File: src/rtl/nios_sampler_capture_writer.sv
// Arm/trigger capture of a byte stream into a 32-bit RAM used as a circular byte buffer.
// Optional input decimation is enabled by defining CAPTURE_DECIM_EN.
module nios_sampler_capture_writer #(
  parameter int ADDR_W    = 10,
  parameter int POST_TRIG = 2048
) (
  input  logic              clk,
  input  logic              reset_n,
  input  logic              arm,
  input  logic              sample_valid,
  input  logic [7:0]        sample_data,
  input  logic              trigger,
`ifdef CAPTURE_DECIM_EN
  input  logic [3:0]        decim,
`endif
  output logic [ADDR_W-1:0] address,
  output logic [3:0]        byteenable,
  output logic              chipselect,
  output logic              write,
  output logic [31:0]       writedata,
  output logic              busy,
  output logic              done,
  output logic [ADDR_W+1:0] trig_addr
);

  localparam int PW = ADDR_W + 2;
  localparam logic [PW-1:0] POST_N = PW'(POST_TRIG);

  typedef enum logic [1:0] {IDLE, ARMED, POST, DONE} state_t;

  state_t        state, state_nx;
  logic [PW-1:0] ptr;
  logic [PW-1:0] post_cnt;
  logic          rearm;
  logic          capturing;
  logic          keep;
  logic          take;
  logic          fire;

  assign rearm = arm && (state == IDLE || state == DONE);
  // Once the post count is full no further sample may be written.
  assign capturing = (state == ARMED) ||
                     (state == POST && post_cnt != POST_N);
  assign take = sample_valid && capturing && keep;
  assign fire = take && trigger && (state == ARMED);

  assign busy = (state == ARMED) || (state == POST);
  assign done = (state == DONE);

`ifdef CAPTURE_DECIM_EN
  logic [3:0] dcnt;
  logic [3:0] decim_q;

  assign keep = (dcnt == 4'd0);

  always_ff @(posedge clk) begin
    if (!reset_n) begin
      dcnt    <= '0;
      decim_q <= '0;
    end else if (rearm) begin
      dcnt    <= '0;
      decim_q <= decim;
    end else if (sample_valid && capturing) begin
      dcnt <= (dcnt == decim_q) ? 4'd0 : dcnt + 4'd1;
    end
  end
`else
  assign keep = 1'b1;
`endif

  always_comb begin
    state_nx = state;
    unique case (state)
      IDLE:  if (arm) state_nx = ARMED;
      ARMED: if (fire) state_nx = POST;
      POST:  if (post_cnt == POST_N) state_nx = DONE;
      DONE:  if (arm) state_nx = ARMED;
      default: state_nx = IDLE;
    endcase
  end

  always_ff @(posedge clk) begin
    if (!reset_n) begin
      state      <= IDLE;
      ptr        <= '0;
      post_cnt   <= '0;
      trig_addr  <= '0;
      address    <= '0;
      byteenable <= '0;
      chipselect <= 1'b0;
      write      <= 1'b0;
      writedata  <= '0;
    end else begin
      state <= state_nx;
      if (rearm) begin
        ptr <= '0;
      end else if (take) begin
        ptr <= ptr + 1'b1;
      end
      if (fire) begin
        trig_addr <= ptr;
        post_cnt  <= '0;
      end else if (take && state == POST) begin
        post_cnt <= post_cnt + 1'b1;
      end
      chipselect <= take;
      write      <= take;
      if (take) begin
        address    <= ptr[PW-1:2];
        byteenable <= 4'd1 << ptr[1:0];
        writedata  <= {4{sample_data}};
      end
    end
  end

endmodule

File: config.mk
export PLATFORM = sky130hd
export DESIGN_NAME = nios_sampler_capture_writer
export DESIGN_NICKNAME = d
export VERILOG_FILES = /design/src/rtl/nios_sampler_capture_writer.sv
export SDC_FILE = /design/constraint.sdc
export NUM_CORES = 1
export LEC_CHECK = 0
export ABC_AREA = 1
export BUFFER_PORTS_ARGS = -buffer_cell sky130_fd_sc_hd__buf_2
export CAP_MARGIN = 20
export CORE_MARGIN = 1.5
export CORE_UTILIZATION = 46
export CTS_CLUSTER_SIZE = 8
export DETAILED_ROUTE_END_ITERATION = 8
export PLACE_DENSITY_LB_ADDON = 0.12
export SLEW_MARGIN = 20
export SYNTH_ARGS = -nofsm -noshare
export SYNTH_HDL_FRONTEND = slang
export SYNTH_SLANG_ARGS = --single-unit
File: constraint.sdc
create_clock -name clk -period 1.4 [get_ports clk]
set_input_delay 0.14 -clock clk [delete_from_list [all_inputs] [get_ports clk]]
set_output_delay 0.14 -clock clk [all_outputs]
set_load 0.05 [all_outputs]
Yosys cells after proc, flatten, opt, wreduce, memory -nomap -nowiden --
Cells that the tools add are included.
Storage, ports and cells: register bits after elaboration 85, output and inout bits 62, logic and storage cells 38
Operators by class: $add $sub $neg 2, equality and inequality tests 8, shifts and indexed selects 1, multiplexer cells 4, bitwise operators 1, reduce and logical (&&, ||, !) cells 14
Operators with widths (number):
- $add 12x1->12 const B | 2
- $eq 12x12->1 const B | 1
- $ne 12x12->1 const B | 1
- $logic_and 1x1->1 | 6
- $mux 2 | 3
- $pmux 2 s3 | 1
- $reduce_or 2->1 | 3
- $eq 2x2->1 const B | 2
- $ne 2x1->1 const B | 2
- $shl 1x2->4 const A | 1
- $logic_or 1x1->1 | 3
- $reduce_and 3->1 | 1
- $eq 2x1->1 const B | 1
- $logic_not 2->1 | 1
- $ne 2x2->1 const B | 1
- $not 1->1 | 1

Depth between registers and ports, before layout --
Gate-level depths: netlist (run 1).
depth in word-level cells 8, depth in mapped cells 12, mapped depth without buffers 12

Least setup slack after synthesis (run 1) --
Ideal clock, no wire load.
path type reg-to-reg, start register state[0], end register state[1], setup time 114 ps, data arrival time 1488 ps, slack -202 ps, cell stages (with the launch flop) 9, buffers on the path 0, period minus slack after synthesis 1602 ps, path through dfxtp_1 inv_1 ha_1 inv_1 or2_2 nand2_1 nand2_1 nand2_1 nor2_1
On the way: cells in the longest elaborated chain, start to end 8, elaborated cells between the ends (all ways) 15
Ends and longest elaborated chain:
- start: declaration | line 31 | state_t state, state_nx;
- start signal: assignment | line 94 | state <= state_nx;
- $eq 2x2->1 | line 43, 73
- $logic_and 1x1->1 | line 43 | (state == POST && post_cnt != POST_N);
- $logic_or 1x1->1 | line 42 | assign capturing = (state == ARMED) ||
- $logic_and 1x1->1 | line 44 | assign take = sample_valid && capturing && keep;
- $logic_and 1x1->1 (2 in a row) | line 45 | assign fire = take && trigger && (state == ARMED);
- $ne 2x2->1 (no line)
- $reduce_and 3->1 (no line)
Several ways; a longest one is shown, not always the timed one. A chain may end at the register's enable or synchronous reset.

Worst setup path after layout (run 1) --
start register post_cnt[0], end register address[0]
On the way: cells in the longest elaborated chain, start to end 4
Ends and longest elaborated chain:
- start: declaration | line 33 | logic [PW-1:0] post_cnt;
- start signal: assignment | line 104 | post_cnt <= post_cnt + 1'b1;
- $ne 12x12->1 | line 43
- $logic_and 1x1->1 | line 43
- $logic_or 1x1->1 | line 42
- $logic_and 1x1->1 | line 44
- end signal: assignment | line 109 | address <= ptr[PW-1:2];
- end: declaration | line 16 | output logic [ADDR_W-1:0] address,
Every way passes these cells.

==> impl_metrics.json, run 1 <==
{
  "place_inst": 568,
  "cts_root_buf": "clkbuf_8",
  "rr_endpoint": "address[0]$_SDFFE_PN0N_",
  "yosys_warnings": 0,
  "synth-compound-area-share_pct": 12.5,
  "fill_cells": 583,
  "timing.fmax_mhz": 671,
  "grt_use_met3_pct": 6.52,
  "h-tree-depth": 3,
  "fin_crit_sh_pct": 106,
  "start_util_pct": 48.3,
  "hp-class": "in -> reg",
  "synth_xor_area_share_pct": 3.93,
  "grt_use_met1_pct": 25.3,
  "synth_top_family_by_area": "simple AND/OR/NAND/NOR gates",
  "worstMarginPinSlew_ns": 0.506,
  "r2r_cells": 11,
  "final_core_util_pct": 64.9,
  "power.leakage_uw": 0.00185,
  "core_area_sq_um": 6460,
  "synth_edf_count": 0,
  "hpwl_microns": 5260,
  "fin_area_sq_um": 4190,
  "cp.required_ns": 1.62,
  "die_w_microns": 85.3,
  "clk_latency_ns": 0.34,
  "setup_viol": 47,
  "crit_fanout": 8,
  "gp_congestion": 0.895,
  "routedWlPerCell_microns": 13.0,
  "synth_cells": 424,
  "worstPathArrival_ns": 1.72,
  "synth_flop_cell": "dfxtp_1",
  "startpoint": "post_cnt[0]$_SDFFE_PP0P_",
  "grt-ovfl-total": 0,
  "synthMuxAreaShare_pct": 0,
  "antenna_found_initial": 0,
  "die_h_microns": 85.3,
  "synth.area.top_cells": "dfxtp_1 39%, nand2_1 9.5%, nor2_1 8.2%",
  "cts_buffers": 9,
  "crit_end": "address[0]$_SDFFE_PN0N_",
  "place_area_sq_um": 3650,
  "drtIter0Drc": 73,
  "ir_worst_vdd_mv": 1.80,
  "whs_ns": 0.0393,
  "clkTransAtPathRegs_ns": 0.07,
  "grt_max_degree": 36,
  "fin_skew_ns": 0.00961,
  "async_flop_share_pct": 0,
  "grt_pass1_vias": 2744,
  "drive_above_1_share_pct": 41.1,
  "wl_microns": 7680,
  "cp-end-kind": "register",
  "yosys.area_share.simple_pct": 25.6,
  "synth_common_cells": "79 x nand2_1, 68 x nor2_1, 61 x dfxtp_1",
  "r2r_slack_ns": -0.09,
  "fin_nets": 531,
  "fin_total_pwr_uw": 8440,
  "fin_crit_ns": 1.49,
  "cp-start-kind": "register",
  "outcome": "finished with violations",
  "maxSlewHeadroom_pct": 66.2,
  "rsz0062_at_grt": "true",
  "grt_pass1_wl_microns": 12600,
  "path_class": "reg -> reg",
  "post-route-drc-count": 4,
  "synthDistinctLibCells": 27,
  "max_cap_violations": 0,
  "cts.sinks": 61,
  "yosysSeqAreaShare_pct": 39.2,
  "rows": 29,
  "cts_tree": "built",
  "busiest_layer": "met2",
  "cts_buffer_depth": 2,
  "yosysTopAreaCell": "dfxtp_1",
  "grtUsageTotal_pct": 21.6,
  "hold_viol": 0,
  "vias_per_cell": 4.95,
  "syn_to_final_growth_pct": 34.5,
  "diodes": 0,
  "synth.avg_cell_area_sq_um": 7.35,
  "stdcell_count": 590,
  "met2_usage_pct": 38.2,
  "dieArea_sq_um": 7280,
  "portBuffers": 74,
  "ios": 75,
  "synth_nets": 447,
  "drt_pass1_iterations": 6,
  "p_per_area_nw_per_um2": 2010,
  "yosys.area_share.adder_pct": 4.01,
  "postRouteAntennaNets": 0,
  "netlist.area_leader.share_pct": 39.2,
  "synth-seq-cells": 61,
  "maxSlewViolCount": 0,
  "syn_area_sq_um": 3120,
  "ctsHoldBuffers": 0,
  "synthMostInstantiatedCell": "nand2_1",
  "fin_ws_ns": -0.0910,
  "r2r_start": "post_cnt[0]$_SDFFE_PP0P_",
  "vias": 2922,
  "violations": "DRC, setup timing"
}
where the power goes:
group | total (uW) | switching, uW | internal, uW
sequential | 2230 | 203 | 2030
clock | 1930 | 704 | 1230
combinational | 4280 | 3060 | 1220
per-stage QoR:
stage          setup TNS (ns)  setup slack [ns]
2_1_floorplan          -0.286            -0.128
3_3_place_gp           -0.630           -0.0468
3_5_place_dp            -1.42           -0.0768
4_1_cts                -0.783           -0.0486
5_1_grt                 -8.51            -0.210
6_report                -1.69           -0.0910
worst min path at each step:
stage	from	to	slack (ns)	depth (start not counted)
2_1_floorplan	sample_data[7]	writedata[23]$_SDFFE_PN0N_	0.29	2
3_3_place_gp	sample_data[7]	writedata[23]$_SDFFE_PN0N_	0.38	3
3_5_place_dp	sample_data[7]	writedata[23]$_SDFFE_PN0N_	0.39	3
4_1_cts	sample_data[7]	writedata[23]$_SDFFE_PN0N_	0.03	3
5_1_grt	sample_data[7]	writedata[23]$_SDFFE_PN0N_	0.03	3
6_report	sample_data[7]	writedata[23]$_SDFFE_PN0N_	0.04	3
metal layers:
layer  part of all wire [%]  vias up
met4                    1.6        0
li1                       -     1496
met1                     42     1351
met5                      0        -
met3                    3.9       11
met2                     52       64
flip-flops by register name, summed over array words and instances (netlist names):
signal and flops:
trig_addr 12, state 2, address 10, writedata 8, byteenable 4, write 1, ptr 12, post_cnt 12
cells in the final DEF (no fill, tap or decap), drive strengths merged:
cell / instances
buf: 115
nand2: 82
nor2: 68
dfxtp: 61
a21oi: 38
inv: 37
o21ai: 33
nand4: 16
nand3: 14
clkbuf: 12
xor2: 10
ha: 10
xnor2: 4
clkinvlp: 3
bufinv: 3
nand3b: 2
nor3: 2
and2: 1
or2: 1
clkinv: 1
cell type report:
type	instances	area (sq um)	share of cell area, %
flip-flops and latches	61	1230	29.3
repair buffers	117	795	19.0
multi-input cells	281	1660	39.6
clock inverters	6	110	2.63
well taps	77	96.3	2.30
clock buffers	10	138	3.28
inverters	38	163	3.88
critical path, stage by stage (launching register included):
cell and delay [ns]:
dfxtp_2 0.35, inv_2 0.05, ha_4 0.15, nand3_2 0.05
nor2_2 0.03, nand2_1 0.07, nand2_2 0.07, nand2_4 0.11
nand2_8 0.13, clkbuf_16 0.19, o21ai_1 0.13, nor2_1 0.05
kinds of logic after synthesis:
group | count (synthesis)
xor gates and xnor gates | 14
AOI/OAI and AO/OA | 71
buffers and inverters | 83
and+or+nand+nor | 185
DFF | 61
adders and majority gates | 10
what timing repair did:
| item | 4_1_cts | 5_1_grt |
|---|---|---|
| endpoints found under the setup margin | 47 | 63 |
| buffers inserted | 2 | 1 |
| hold endpoints to repair | 0 | 0 |
| gates cloned | 2 | 1 |
| gates resized for setup | 48 | 28 |
| pin swaps | 23 | 10 |
No activity file was read; power rests on OpenSTA's default activity.
==> inputs of run 2 (changes only) <==
--- a/constraint.sdc
+++ b/constraint.sdc
@@ -3,2 +3,2 @@
 set_output_delay 0.14 -clock clk [all_outputs]
-set_load 0.05 [all_outputs]
+set_load 0.02 [all_outputs]
==> run 2 against run 1 <==
  * The run still ends with DRC, setup timing left
  * Power is 21% lower
  * Cell count is 0.34% higher
  * Highest routed layer unchanged
  * Die area stayed put
  * Via count is 0.21% lower
  * Design area is 4.9% lower
  * Hold slack worse by 0.011 ns
  * Count of clock-buffer cells in the layout stayed put
  * Clock power is 17% lower
  * Worst setup slack better by 0.020 ns
  * Maximum frequency is 1.4% higher
  * Register-to-register slack better by 0.02 ns
==> impl_metrics.json, run 2 (same netlist as run 1, synthesis figures left out) <==
{
  "fill_cells": 639,
  "place_area_sq_um": 3600,
  "cts_buffer_depth": 2,
  "fin_skew_ns": 0.00625,
  "fin_crit_sh_pct": 105,
  "timing.fmax_mhz": 680,
  "maxSlewHeadroom_pct": 74.5,
  "grt_max_degree": 36,
  "crit_top_cell": "nand2_1",
  "seq_area_sq_um": 1220,
  "path_cells": "inv_2 -> ha_4 -> nand3_2 -> nor2_1 -> nand2_1 -> nand2_2 -> nand2_4 -> nand2_8 -> buf_12 -> nand2_1 -> a21oi_2",
  "crit_path_top_delay_cell": "dfxtp_2",
  "largestRegisters": "post_cnt x12, ptr x12, trig_addr x12",
  "place_inst": 567,
  "gp_congestion": 0.836,
  "hp-class": "in -> reg",
  "die_h_microns": 85.3,
  "worstMarginPinSlew_ns": 0.382,
  "fin_crit_ns": 1.47,
  "setup_viol": 44,
  "post-route-drc-count": 4,
  "hpwl_microns": 5250,
  "hold_viol": 0,
  "worstPathArrival_ns": 1.75,
  "grtUsageTotal_pct": 21.9,
  "drt_pass1_iterations": 6,
  "wl_microns": 7770,
  "crit_fanout": 12,
  "syn_to_final_growth_pct": 27.9,
  "final_common_cell": "nand2_1",
  "p_per_area_nw_per_um2": 1670,
  "cp-end-kind": "register",
  "clk_latency_ns": 0.35,
  "most-common-layout-cells": "76 x nand2_1, 73 x buf_2, 65 x nor2_1",
  "multiInputGateArea_sq_um": 1560,
  "power_frac_seq_pct": 33.2,
  "p_sw_uw": 2760,
  "vias_per_cell": 4.93,
  "h-tree-depth": 3,
  "cp.required_ns": 1.68,
  "power.leakage_uw": 0.00178,
  "power_frac_clock_pct": 24.1,
  "portBuffers": 74,
  "ios": 75,
  "cts_root_buf": "clkbuf_8",
  "start_util_pct": 48.3,
  "whs_ns": 0.0280,
  "rsz0062_at_grt": "true",
  "grt_pass1_vias": 2683,
  "post-place-ws_ns": -0.0884,
  "postRouteAntennaNets": 0,
  "combinationalPowerShare_pct": 42.7,
  "swShare_pct": 41.4,
  "diodes": 0,
  "cp-start-kind": "register",
  "ir_worst_vdd_mv": 0.986,
  "maxSlewViolCount": 0,
  "routedWlPerCell_microns": 13.1,
  "fin_nets": 533,
  "cts_tree": "built",
  "dieArea_sq_um": 7280,
  "grt_pass1_wl_microns": 12500,
  "fin_ws_ns": -0.0711,
  "core_area_sq_um": 6460,
  "die_w_microns": 85.3,
  "clkTransAtPathRegs_ns": 0.07,
  "max_cap_violations": 0,
  "cts_buffers": 9,
  "vias": 2916,
  "intPower_uw": 3910,
  "drtIter0Drc": 116,
  "drive_above_1_share_pct": 35.1,
  "fin_area_sq_um": 3990,
  "slowest_delay_ns": 0.32,
  "cts.sinks": 61,
  "violations": "DRC, setup timing",
  "stdcell_count": 592,
  "grt-ovfl-total": 0,
  "outcome": "finished with violations",
  "path_class": "reg -> reg",
  "antenna_found_initial": 0,
  "r2r_slack_ns": -0.07,
  "rows": 29
}
## run 2: cell types whose count changed in the layout (fill, tap and decap cells not counted), sizes merged
cell,change
nand2,+1
clkinv,+1
dlygate4sd3,+1
buf,+2
clkbuf,-2
bufinv,-2
inv,+1
## run 2: worst max-delay path: cells and delay by family, from the launching register on
kind | cells | cell delay [ns]
simple gates | 7 | 0.60
flops | 1 | 0.32
buf+inv | 2 | 0.22
compound gates | 1 | 0.14
fa+ha+maj | 1 | 0.12
## run 2: routing by layer
layer / up-vias / wire length, microns / track usage (%)
li1: 1509 / - / -
met1: 1322 / 3500 / 26.9
met2: 69 / 3820 / 36.2
met3: 16 / 281 / 5.54
met4: 0 / 162 / 9.53
met5: - / 0 / 0
## run 2: timing repair
item | in CTS | in global routing
pin swaps | 4 | 3
cloned | 1 | 1
gates resized for setup | 18 | 21
endpoints found under the setup margin | 47 | 61
endpoints found under the hold margin | 1 | 0
buffers inserted | 4 | 3
hold buffers | 1 | 0
## run 2: metrics by stage
step / util [%] / total power, uW / setup TNS (ns)
3_5_place_dp: 55.7 / 4780 / -1.67
5_1_grt: 61.7 / 7070 / -6.09
2_1_floorplan: - / 4290 / -0.00126
6_report: 61.7 / 6670 / -1.33
3_3_place_gp: 55.7 / 4730 / -0.452
4_1_cts: 60.3 / 6580 / -0.779
## run 2: path summary, 6_finish.rpt
| path | from | to | cells after the start |
|---|---|---|---|
| worst max-delay path | post_cnt[0]$_SDFFE_PP0P_ | ptr[11]$_SDFFE_PP0N_ | 11 |
| worst min-delay path | sample_data[1] | writedata[25]$_SDFFE_PN0N_ | 3 |
| worst max register to register | post_cnt[0]$_SDFFE_PP0P_ | ptr[11]$_SDFFE_PP0N_ | 11 |
| worst min register to register | trig_addr[0]$_SDFFE_PN0P_ | trig_addr[0]$_SDFFE_PN0P_ | 2 |
## run 2: area by class of cell
class	instances	share of cell area, %
clock buffer	10	3.45
clock inverter	6	1.57
inverter	38	3.99
multi-input combinational	282	39.2
sequential	61	30.7
tap	77	2.42
timing repair buffer	118	18.6
## run 2: power groups by stage
| stage | Clock [uW] | Sequential (uW) | Combinational [uW] |
|---|---|---|---|
| CTS | 1650 | 2210 | 2720 |
| detailed placement | 0 | 2250 | 2530 |
| global route | 1720 | 2260 | 3090 |
| finish | 1610 | 2210 | 2850 |
| global placement | 0 | 2240 | 2500 |
| floorplan | 0 | 2550 | 1740 |
==> inputs of run 3 (changes only) <==
==> constraint.sdc (replaced) <==
create_clock -name clk -period 1.4 [get_ports clk]
set_input_delay 0.07 -clock clk [delete_from_list [all_inputs] [get_ports clk]]
set_output_delay 0.07 -clock clk [all_outputs]
set_load 0.02 [all_outputs]
==> run 3 against run 2 <==
  * The run still ends with DRC, setup timing left
  * Power increased by 5.1%
  * Cell count increased by 0.84%
  * Design area increased by 4.5%
  * Critical path type unchanged
==> impl_metrics.json, run 3 (same netlist as run 1, synthesis figures left out) <==
{
  "dieArea_sq_um": 7280,
  "place_inst": 566,
  "fin_nets": 538,
  "drt-met1-wl_microns": 3350,
  "post-place-ws_ns": -0.0953,
  "postRouteAntennaNets": 0,
  "path_class": "reg -> reg",
  "power.leakage_uw": 0.00185,
  "path_cells": "inv_2 -> ha_4 -> nand3_2 -> nor2_2 -> nand2_1 -> nand2_2 -> nand2_8 -> nand2_8 -> buf_8 -> o21ai_2 -> nor2_1",
  "rows": 29,
  "cts_tree": "built",
  "cts_buffers": 9,
  "dr_wl_met2_microns": 3900,
  "timing.fmax_mhz": 665,
  "vias_per_cell": 4.96,
  "grt_max_degree": 36,
  "fin_crit_ns": 1.50,
  "final_common_cell": "buf_2",
  "hold_viol": 0,
  "largestRegisters": "post_cnt x12, ptr x12, trig_addr x12",
  "cts_buffer_depth": 2,
  "cp.required_ns": 1.68,
  "crit_path_top_delay_cell": "dfxtp_2",
  "rsz0062_at_grt": "true",
  "max_cap_violations": 0,
  "grtUsageTotal_pct": 21.0,
  "maxSlewViolCount": 0,
  "fin_tns_setup_ns": -1.69,
  "syn_to_final_growth_pct": 33.6,
  "fill_cells": 557,
  "drive_above_1_share_pct": 38.7,
  "crit_fanout": 8,
  "fin_crit_sh_pct": 107,
  "gp_congestion": 0.835,
  "p_per_area_nw_per_um2": 1680,
  "cp-start-kind": "register",
  "slowest_delay_ns": 0.33,
  "place_area_sq_um": 3590,
  "h-tree-depth": 3,
  "fin_area_sq_um": 4170,
  "fin_ws_ns": -0.104,
  "cts_root_buf": "clkbuf_8",
  "crit_buf_inv": 2,
  "stdcell_count": 597,
  "final_core_util_pct": 64.5,
  "clkTransAtPathRegs_ns": 0.09,
  "start_util_pct": 48.3,
  "die_w_microns": 85.3,
  "most-common-layout-cells": "73 x buf_2, 62 x nand2_1, 61 x nor2_1",
  "portBuffers": 74,
  "ir_worst_vdd_mv": 1.08,
  "core_area_sq_um": 6460,
  "wl_microns": 7740,
  "clk_latency_ns": 0.35,
  "worst_path_dominant_cell_family": "simple AND/OR/NAND/NOR gates",
  "met3_wirelength_microns": 334,
  "outcome": "finished with violations",
  "routedWlPerCell_microns": 13.0,
  "grt-ovfl-total": 0,
  "post-route-drc-count": 4,
  "violations": "DRC, setup timing",
  "cts.sinks": 61,
  "die_h_microns": 85.3,
  "hp-class": "in -> reg",
  "cp-end-kind": "register",
  "crit_top_cell": "nand2_8",
  "maxSlewHeadroom_pct": 74.1,
  "grt_pass1_wl_microns": 12200,
  "diodes": 0,
  "drtIter0Drc": 91,
  "antenna_found_initial": 0,
  "fin_skew_ns": 0.0166,
  "top_layer": "met4",
  "drt_pass1_iterations": 6,
  "grt_pass1_vias": 2733,
  "worstPathArrival_ns": 1.79,
  "worstMarginPinSlew_ns": 0.389,
  "vias": 2963,
  "hpwl_microns": 5120,
  "setup_viol": 40,
  "ios": 75
}
run 3: cell types whose count changed in the layout (fill, tap and decap cells not counted), sizes merged:
| cell | change |
|---|---|
| buf | -4 |
| bufinv | +1 |
| clkinv | +1 |
| clkinvlp | -2 |
| dlygate4sd3 | +7 |
| inv | +2 |
| nand2 | +1 |
| nand3 | -1 |
run 3: per-layer routing:
metal / vias up / track usage, %
met2: 76 / 35.4
met5: - / 0
li1: 1507 / -
met3: 13 / 4.96
met1: 1367 / 25.3
met4: 0 / 9.38
run 3: timing repair:
action | in CTS | in global routing
hold buffers | 8 | 0
setup buffers | 3 | 0
endpoints found under the setup margin | 46 | 61
gates resized for setup | 12 | 48
pin swaps | 5 | 21
endpoints found under the hold margin | 8 | 0
gates cloned | 1 | 3
run 3: area by class of cell:
type	count	area [sq um]	share of cell area (%)
multi-input cells	282	1640	39.4
flip-flops and latches	61	1220	29.4
repair buffers	122	815	19.6
inverters	38	155	3.72
clock buffers	9	124	2.97
clock inverters	7	98.8	2.37
well taps	77	96.3	2.31
repair inverters	1	11.3	0.270
run 3: stage by stage:
step                      hold WS [ns]  power, uW
after floorplan                  0.205       4290
after global placement           0.293       4730
after detailed placement         0.300       4770
after CTS                       0.0158       6650
after global routing            0.0618       7410
final                           0.0447       7010
run 3: tightest hold or removal path: cells and delay by family:
kind | cells | cell delay [ns]
buffers and inverters | 2 | 0.18
and+or+nand+nor | 1 | 0.10
run 3: final timing paths:
check	from	end	slack [ns]	cells past startpoint
max	post_cnt[1]$_SDFFE_PP0P_	writedata[24]$_SDFFE_PN0N_	-0.10	11
min	reset_n	write$_SDFF_PN0_	0.04	3
max reg2reg	post_cnt[1]$_SDFFE_PP0P_	writedata[24]$_SDFFE_PN0N_	-0.10	11
min reg2reg	trig_addr[0]$_SDFFE_PN0P_	trig_addr[0]$_SDFFE_PN0P_	0.44	2
run 3: report_power, final:
group,internal [uW],total (uW),leakage (uW),switching (uW)
sequential,2020,2220,0.000497,197
clock,1010,1770,0.000110,759
combinational,1100,3020,0.00124,1930
total,4130,7010,0.00185,2880
